[src/rtl/memory_access_unit.sv]
// memory_access_unit
// Load/store sequencer that sits between the decode/ALU stage and a data RAM
// whose response latency is not fixed. It accepts one instruction at a time.
// ALU and ADR results are written back one cycle after they are accepted.
// LDR and STR run a request/acknowledge handshake with the RAM. If the RAM
// never acknowledges, a timeout ends the request and sets a fault flag that
// stays set until the next accepted start.
//
// state   | meaning
// --------+--------------------------------------------------------------
// ST_IDLE | no transaction; start is accepted; ALU/ADR write-back issued
// ST_REQ  | RAM_req high; waiting for RAM_ack or the timeout to expire
// (other) | unused code; the FSM recovers to ST_IDLE
module memory_access_unit #(
    parameter int DATA_W  = 32,
    parameter int ADDR_W  = 32,
    parameter int TIMEOUT = 15
) (
    input  logic              clk,
    input  logic              Reset,
    input  logic              start,
    input  logic [3:0]        op_code,
    input  logic [DATA_W-1:0] SR1,
    input  logic [DATA_W-1:0] SR2,
    input  logic [DATA_W-1:0] ALU_result,
    input  logic              memory_enable,
    input  logic [DATA_W-1:0] RAM_out,
    input  logic              RAM_ack,
    output logic              RAM_req,
    output logic              RW,
    output logic [ADDR_W-1:0] address_out,
    output logic [DATA_W-1:0] RAM_in,
    output logic [DATA_W-1:0] reg_data,
    output logic              reg_we,
    output logic              busy,
    output logic              fault
);

    localparam int CNT_W = $clog2(TIMEOUT + 1);
    // The counter value held during the last cycle a request may wait.
    localparam logic [CNT_W-1:0] CNT_LAST = CNT_W'(TIMEOUT - 1);

    localparam logic [3:0] OP_ADR = 4'b1100;
    localparam logic [3:0] OP_LDR = 4'b1101;
    localparam logic [3:0] OP_STR = 4'b1110;

    typedef enum logic [1:0] {
        ST_IDLE = 2'b00,
        ST_REQ  = 2'b01
    } state_t;

    state_t             r_state;
    logic [CNT_W-1:0]   r_cnt;
    logic               r_req;
    logic               r_rw;
    logic [ADDR_W-1:0]  r_addr;
    logic [DATA_W-1:0]  r_ram_in;
    logic [DATA_W-1:0]  r_reg_data;
    logic               r_reg_we;
    logic               r_busy;
    logic               r_fault;

    state_t             w_state_nx;
    logic [CNT_W-1:0]   w_cnt_nx;
    logic               w_req_nx;
    logic               w_rw_nx;
    logic [ADDR_W-1:0]  w_addr_nx;
    logic [DATA_W-1:0]  w_ram_in_nx;
    logic [DATA_W-1:0]  w_reg_data_nx;
    logic               w_reg_we_nx;
    logic               w_busy_nx;
    logic               w_fault_nx;

    // Next-state and next-output decode. Every output is registered, so no
    // input reaches an output within the same cycle.
    always_comb begin
        w_state_nx    = r_state;
        w_cnt_nx      = r_cnt;
        w_req_nx      = r_req;
        w_rw_nx       = r_rw;
        w_addr_nx     = r_addr;
        w_ram_in_nx   = r_ram_in;
        w_reg_data_nx = r_reg_data;
        w_reg_we_nx   = 1'b0;
        w_busy_nx     = r_busy;
        w_fault_nx    = r_fault;

        case (r_state)
            ST_IDLE: begin
                w_req_nx  = 1'b0;
                w_busy_nx = 1'b0;
                w_cnt_nx  = '0;
                if (start) begin
                    w_fault_nx = 1'b0;
                    case (op_code)
                        OP_ADR: begin
                            w_reg_data_nx = ALU_result;
                            w_reg_we_nx   = 1'b1;
                        end
                        OP_LDR: begin
                            w_addr_nx  = SR1[ADDR_W-1:0];
                            w_rw_nx    = 1'b1;
                            w_req_nx   = 1'b1;
                            w_busy_nx  = 1'b1;
                            w_state_nx = ST_REQ;
                        end
                        OP_STR: begin
                            w_addr_nx   = SR1[ADDR_W-1:0];
                            w_ram_in_nx = SR2;
                            w_rw_nx     = 1'b0;
                            w_req_nx    = 1'b1;
                            w_busy_nx   = 1'b1;
                            w_state_nx  = ST_REQ;
                        end
                        default: begin
                            if (memory_enable) begin
                                w_reg_data_nx = ALU_result;
                                w_reg_we_nx   = 1'b1;
                            end
                        end
                    endcase
                end
            end
            ST_REQ: begin
                // An acknowledge on the final timeout cycle still completes normally.
                if (RAM_ack) begin
                    w_req_nx   = 1'b0;
                    w_busy_nx  = 1'b0;
                    w_cnt_nx   = '0;
                    w_state_nx = ST_IDLE;
                    if (r_rw) begin
                        w_reg_data_nx = RAM_out;
                        w_reg_we_nx   = 1'b1;
                    end
                end else if (r_cnt == CNT_LAST) begin
                    w_req_nx   = 1'b0;
                    w_busy_nx  = 1'b0;
                    w_fault_nx = 1'b1;
                    w_cnt_nx   = '0;
                    w_state_nx = ST_IDLE;
                end else begin
                    w_cnt_nx = r_cnt + CNT_W'(1);
                end
            end
            default: begin
                w_req_nx   = 1'b0;
                w_busy_nx  = 1'b0;
                w_cnt_nx   = '0;
                w_state_nx = ST_IDLE;
            end
        endcase
    end

    // State register and timeout counter.
    always_ff @(posedge clk or posedge Reset) begin
        if (Reset) begin
            r_state <= ST_IDLE;
            r_cnt   <= '0;
        end else begin
            r_state <= w_state_nx;
            r_cnt   <= w_cnt_nx;
        end
    end

    // Registered RAM-side, write-back and status outputs.
    always_ff @(posedge clk or posedge Reset) begin
        if (Reset) begin
            r_req      <= 1'b0;
            r_rw       <= 1'b0;
            r_addr     <= '0;
            r_ram_in   <= '0;
            r_reg_data <= '0;
            r_reg_we   <= 1'b0;
            r_busy     <= 1'b0;
            r_fault    <= 1'b0;
        end else begin
            r_req      <= w_req_nx;
            r_rw       <= w_rw_nx;
            r_addr     <= w_addr_nx;
            r_ram_in   <= w_ram_in_nx;
            r_reg_data <= w_reg_data_nx;
            r_reg_we   <= w_reg_we_nx;
            r_busy     <= w_busy_nx;
            r_fault    <= w_fault_nx;
        end
    end

    assign RAM_req     = r_req;
    assign RW          = r_rw;
    assign address_out = r_addr;
    assign RAM_in      = r_ram_in;
    assign reg_data    = r_reg_data;
    assign reg_we      = r_reg_we;
    assign busy        = r_busy;
    assign fault       = r_fault;

endmodule

[config.mk]
export PLATFORM = sky130hd
export DESIGN_NAME = memory_access_unit
export DESIGN_NICKNAME = d
export VERILOG_FILES = /design/src/rtl/memory_access_unit.sv
export SDC_FILE = /design/constraint.sdc
export NUM_CORES = 1
export LEC_CHECK = 0
export ABC_AREA = 1
export ABC_CLOCK_PERIOD_IN_PS = 4900
export BUFFER_PORTS_ARGS = -buffer_cell sky130_fd_sc_hd__buf_4
export CAP_MARGIN = 20
export CORE_MARGIN = 3
export CORE_UTILIZATION = 46
export CTS_BUF_LIST = sky130_fd_sc_hd__clkbuf_16
export DETAILED_ROUTE_END_ITERATION = 10
export HOLD_SLACK_MARGIN = 0.05
export PLACE_DENSITY_LB_ADDON = 0.05
export SETUP_SLACK_MARGIN = 0.05
export SYNTH_ARGS = -nofsm -noshare
export SYNTH_HDL_FRONTEND = slang
export SYNTH_SLANG_ARGS = --single-unit
[constraint.sdc]
create_clock -name clk -period 4.9 [get_ports clk]
set_input_delay 0.98 -clock clk [delete_from_list [all_inputs] [get_ports clk]]
set_output_delay 0.98 -clock clk [all_outputs]
set_load 0.01 [all_outputs]
==> results of run 1 <==
==> critical path, stage by stage <==
cell     delay (ns)
buf_4          0.09
inv_1          0.08
nor2_8         0.14
nand4_4        0.40
inv_1          0.88
nand2_1        0.14
nand2_1        0.10
==> kinds of logic (layout without fill, tap and decap cells) <==
| family | after synthesis | after routing |
|---|---|---|
| AOI/OAI and AO/OA | 4 | 4 |
| xor gates and xnor gates | 2 | 2 |
| adders and majority gates | 2 | 2 |
| buffers and inverters | 38 | 266 |
| DFF | 105 | 105 |
| muxes | 32 | 32 |
| and+or+nand+nor | 312 | 312 |
==> power breakdown <==
| part | switching [mW] | total (mW) | internal (mW) | leakage, nW |
|---|---|---|---|---|
| logic | 0.356 | 0.765 | 0.409 | 2.27 |
| clock network | 0.302 | 0.744 | 0.442 | 0.140 |
| registers | 0.115 | 1.17 | 1.06 | 1.33 |
| total | 0.774 | 2.68 | 1.91 | 3.73 |
==> flip-flops by register name, indices dropped and copies added (netlist names) <==
name	count
busy	1
address_out	32
reg_we	1
r_state	1
fault	1
r_cnt	4
RAM_in	32
RW	1
reg_data	32
==> how the worst max path moves through the flow <==
stage	start	depth (start not counted)	end	slack (ns)
global route	op_code[3]	7	RAM_in[18]	2.11
finish	start	7	RAM_in[27]	2.34
CTS	start	7	RAM_in[27]	2.36
floorplan	Reset	1	RAM_in[0]	1.16
global placement	op_code[3]	7	RAM_in[8]	2.10
detailed placement	start	7	RAM_in[27]	2.01
==> per-stage QoR <==
stage | setup WS [ns] | power, mW | hold WS, ns | utilization
final | 2.34 | 2.68 | 0.472 | 0.686
after global routing | 2.11 | 2.84 | 0.500 | 0.686
after CTS | 2.36 | 2.72 | 0.476 | 0.686
after detailed placement | 2.01 | 1.96 | 0.460 | 0.654
after global placement | 2.10 | 1.95 | 0.456 | 0.654
after floorplan | 1.16 | 1.51 | 0.454 | -
==> area by class of cell <==
cell class | instances | area (um^2)
Timing Repair Buffer | 240 | 1800
Clock buffer | 9 | 225
Sequential cell | 105 | 2630
Clock inverter | 5 | 82.6
Fill cell | 788 | 3070
Tap cell | 133 | 166
Multi-Input combinational cell | 352 | 1750
Inverter | 12 | 47.5
==> per-layer routing <==
metal / track usage / up-vias
met4: 0.0601 / 0
met5: 0 / -
met2: 0.352 / 155
met1: 0.270 / 1863
li1: - / 1993
met3: 0.0443 / 16
==> Yosys cell counts <==
cell / instances
a21oi_1: 1
buf_2: 4
buf_4: 6
buf_6: 9
buf_8: 1
clkbuf_1: 5
clkbuf_4: 1
dfrtp_1: 105
ha_1: 2
inv_1: 9
inv_2: 3
mux2_2: 32
nand2_1: 254
nand2_2: 11
nand2_4: 1
nand3_1: 35
nand3_4: 2
nand4_4: 1
nor2_1: 6
nor2_8: 2
o21a_1: 1
o21ai_0: 2
xnor2_1: 1
xor2_1: 1
==> results.txt, run 1 <==
static leakage -> 3.73 nW
drt via density -> 4.70
Hold Path End -> address_out[4]
Remaining DRCs -> 0
hold crit path type -> flop to flop
clk_lat worst skew -> 0.33 ns
xor/xnor share of the synthesized area -> 0.00378
fin crit share -> 0.522
syn_nets -> 634
Mapped Area -> 4630 um^2
clk root buf -> clkbuf_16
Die X -> 106 um
worst reg-to-reg path cell count -> 5
reg-to-reg startpoint -> r_state[0]
number of global-route vias before repair -> 4032
DR top layer -> met4
post-synthesis average cell area -> 9.36 um^2
final net count -> 859
final cell count without fillers -> 856
FF-to-FF setup slack -> 2.69 ns
wire length per cell -> 14.0 um
CTS Hold Buffers Added -> 0
flops & latches, synth -> 105
Yosys top cell by area -> dfrtp_1
largest cells by area after synthesis -> dfrtp_1 57%, nand2_1 21%, mux2_2 7.8%, nand3_1 3.8%, buf_6 2.2%
crit path max fanout -> 34
initial antenna violation count -> 0
number of DRC markers in iteration 0 -> 220
met3 wire len -> 953 um
DR WL met2 -> 5910 um
H-tree levels -> 3
first-pass GRT wire length -> 19200 um
simple-gate share of the synthesized area -> 0.287
die height -> 106 um
via count -> 4027
RSZ-0062 raised after global routing -> no
actual slew at the worst max-slew pin -> 0.958 ns
Placed Area -> 6400 um^2
Overflow after GRT -> 0
Hold Crit Depth -> 2
Clock Sinks -> 105
CTS tree -> done
commonest non-fill, non-tap cells in the layout -> 254 x nand2_1, 240 x buf_4, 105 x dfrtp_1
DRT Wirelength -> 12000 um
Final Cell Area -> 6700 um^2
Worst setup SP type -> input pin
cts bufs inserted -> 9
die area -> 11300 um^2
number of diodes -> 0
Synth Area in Compound Gates -> 0.00486
pwr dens -> 400 nW/um^2
IO Port Bufs -> 237
Synth Instances -> 495
Core Footprint -> 9770 um^2
Final Hold Vio Count -> 0
most common cell after layout, fill and taps aside -> nand2_1
GP Congestion -> 0.788
post-cts gate resize count -> 0
number of placed I/O pins -> 238
DRT Pass-1 Iters -> 5
max-slew violations -> 0
Final setup viols -> 0
setup_tns -> 0 ns
main combinational cell family by area after synthesis -> simple AND/OR/NAND/NOR gates
DPL Wire Length -> 8670 um
Metal-1 WL -> 4920 um
Worst VDD drop -> 0.000207 V
mux share of post-synthesis cell area -> 0.0778
clock skew -> 0.00518 ns
reg2reg end -> RAM_in[27]
Rel. slew slack -> 0.361
CP endpoint kind -> flop
Crit Path Class -> input pin to flop
GRT Total Usage -> 0.208
share of the synthesized area in the top cell type -> 0.567
# rows -> 36
layout cells sized above 1 -> 0.425
pin count of the biggest net entering global routing -> 71
Final ANT Viol Nets -> 0
clk buf depth -> 2
CP arrival -> 2.83 ns
status -> finished, final reports clean
MaxCap Viol Count -> 0
Synth cell types -> 24
min Tclk post-route -> 2.56 ns
synth warn -> 0
synthesis-to-layout area growth -> 44.7%
Placed Cells -> 842
clock slew at reported path FFs -> 0.07 ns
Adder-Cell Fraction of Synth Area -> 0.00540
Post-CTS Setup Bufs -> 0
Fmax -> 391 MHz
CP required -> 5.17 ns
sequential area share after synthesis -> 0.567
Worst Hold Launch -> address_out[4]
Starting Density -> 0.474
No activity file was read; power rests on OpenSTA's default activity.
==> inputs of run 2 (changes only) <==
--- a/config.mk
+++ b/config.mk
@@ -6,11 +6,11 @@
 export NUM_CORES = 1
 export LEC_CHECK = 0
 export ABC_AREA = 1
-export ABC_CLOCK_PERIOD_IN_PS = 4900
+export ABC_CLOCK_PERIOD_IN_PS = 2100
 export BUFFER_PORTS_ARGS = -buffer_cell sky130_fd_sc_hd__buf_4
 export CAP_MARGIN = 20
 export CORE_MARGIN = 3
-export CORE_UTILIZATION = 46
+export CORE_UTILIZATION = 41
 export CTS_BUF_LIST = sky130_fd_sc_hd__clkbuf_16
 export DETAILED_ROUTE_END_ITERATION = 10
 export HOLD_SLACK_MARGIN = 0.05
==> constraint.sdc (replaced) <==
create_clock -name clk -period 2.1 [get_ports clk]
set_input_delay 0.42 -clock clk [delete_from_list [all_inputs] [get_ports clk]]
set_output_delay 0.42 -clock clk [all_outputs]
set_load 0.01 [all_outputs]
==> results.txt, run 2 (same netlist as run 1, synthesis figures left out) <==
Rel. slew slack -> 0.605
CP endpoint kind -> flop
Fmax -> 663 MHz
Core Footprint -> 10900 um^2
CTS tree -> done
commonest non-fill, non-tap cells in the layout -> 254 x nand2_1, 245 x buf_4, 105 x dfrtp_1
GR Util met1 -> 0.242
min Tclk post-route -> 1.51 ns
Top Usage Layer GRT -> met2
fin crit share -> 0.718
Final Hold Vio Count -> 0
DRT Pass-1 Iters -> 4
first-pass GRT wire length -> 19500 um
clk root buf -> clkbuf_16
number of DRC markers in iteration 0 -> 143
Clock Sinks -> 105
IO Port Bufs -> 237
Starting Density -> 0.424
switching share of power -> 0.299
CP required -> 2.37 ns
CP top delay family -> simple AND/OR/NAND/NOR gates
Final WS setup -> 0.592 ns
MaxCap Viol Count -> 0
clock share of power -> 0.249
FILL cells -> 980
CP arrival -> 1.78 ns
DPL Wire Length -> 8870 um
hold crit path type -> input pin to async pin
static leakage -> 3.76 nW
NetSw -> 1.80 mW
Worst path slowest cell -> dfrtp_1
number of placed I/O pins -> 238
Worst VDD drop -> 0.000435 V
pin count of the biggest net entering global routing -> 106
RSZ-0062 raised after global routing -> no
WP buf/inv -> 1
Reg power frac -> 0.453
cell internal pwr -> 4.22 mW
initial antenna violation count -> 0
max-slew violations -> 0
Final setup viols -> 0
global routing usage on met2 -> 0.311
cts bufs inserted -> 9
Final ANT Viol Nets -> 0
wire length per cell -> 13.7 um
pwr dens -> 895 nW/um^2
Crit Path Class -> flop to flop
# rows -> 38
crit path max fanout -> 33
Post-CTS Setup Bufs -> 0
H-tree levels -> 3
Overflow after GRT -> 0
number of global-route vias before repair -> 3994
GP Congestion -> 0.767
Worst setup SP type -> flop
layout cells sized above 1 -> 0.430
CP max stage delay -> 0.46 ns
die height -> 112 um
setup_tns -> 0 ns
actual slew at the worst max-slew pin -> 0.592 ns
DRT Wirelength -> 11900 um
clk buf depth -> 2
number of diodes -> 0
critical path cell sequence -> buf_4, nand3_1, nand2_4, nand2_1, nand2_1
combinational share of power -> 0.298
GRT Total Usage -> 0.189
pre-CTS WS -> 0.499 ns
most common cell after layout, fill and taps aside -> nand2_1
Reg area -> 2630 um^2
CTS Hold Buffers Added -> 0
post-cts gate resize count -> 0
Remaining DRCs -> 0
clock skew -> 0.00675 ns
status -> finished, final reports clean
Die X -> 112 um
die area -> 12600 um^2
Multi-input gate area -> 1750 um^2
GR Util met3 -> 0.0539
via count -> 4002
synthesis-to-layout area growth -> 45.2%
drt via density -> 4.59
CP dominant cell by count -> nand2_1
clock slew at reported path FFs -> 0.07 ns
fin util -> 0.615
final net count -> 865
clk_lat worst skew -> 0.34 ns
==> run 2: cell types whose count changed in the layout (fill, tap and decap cells not counted), sizes merged <==
cell / change
clkinvlp: -2
bufinv: -2
clkinv: +7
inv: -1
buf: +6
==> run 2: final timing paths <==
check / endpoint / start / cells after the start / slack, ns
setup / recovery: reg_data[29] / r_state[0] / 5 / 0.59
hold / removal: address_out[9] / Reset / 3 / 0.21
setup reg to reg: reg_data[29] / r_state[0] / 5 / 0.59
hold reg to reg: address_out[31] / address_out[31] / 2 / 0.47
max in group asynchronous: reg_data[1] / Reset / 3 / 1.40
min in group clk: RAM_in[14] / SR2[14] / 3 / 0.27
==> run 2: routing by layer <==
| metal | vias up | wire (um) |
|---|---|---|
| met2 | 145 | 5810 |
| met1 | 1849 | 4920 |
| met4 | 0 | 132 |
| met5 | - | 0 |
| met3 | 8 | 1080 |
| li1 | 2000 | - |
==> run 2: cell type report <==
| type | count | share of cell area |
|---|---|---|
| Sequential cell | 105 | 0.391 |
| Multi-Input combinational cell | 352 | 0.261 |
| Clock buffer | 9 | 0.0335 |
| Clock inverter | 7 | 0.00558 |
| Tap cell | 140 | 0.0260 |
| Timing Repair Buffer | 246 | 0.276 |
| Inverter | 12 | 0.00725 |
==> run 2: worst min-delay path, cell delays in order <==
cell and delay [ns]:
buf_4 0.12, clkinvlp_4 0.07, buf_12 0.37
==> run 2: through the flow <==
stage / hold WS, ns / instances / cell area (um^2) / total power, mW
3_5_place_dp: 0.459 / 855 / 6460 / 4.59
2_1_floorplan: 0.454 / 495 / 4640 / 3.52
6_report: 0.208 / 871 / 6730 / 6.02
5_1_grt: 0.272 / 871 / 6730 / 6.38
4_1_cts: 0.264 / 871 / 6730 / 6.11
3_3_place_gp: 0.455 / 855 / 6460 / 4.56
==> run 2: power groups by stage <==
stage | Combinational [mW] | Sequential [mW] | Clock, mW
floorplan | 0.572 | 2.95 | 0
global placement | 1.81 | 2.75 | 0
detailed placement | 1.83 | 2.76 | 0
CTS | 1.83 | 2.73 | 1.54
global route | 1.98 | 2.79 | 1.62
finish | 1.79 | 2.73 | 1.50
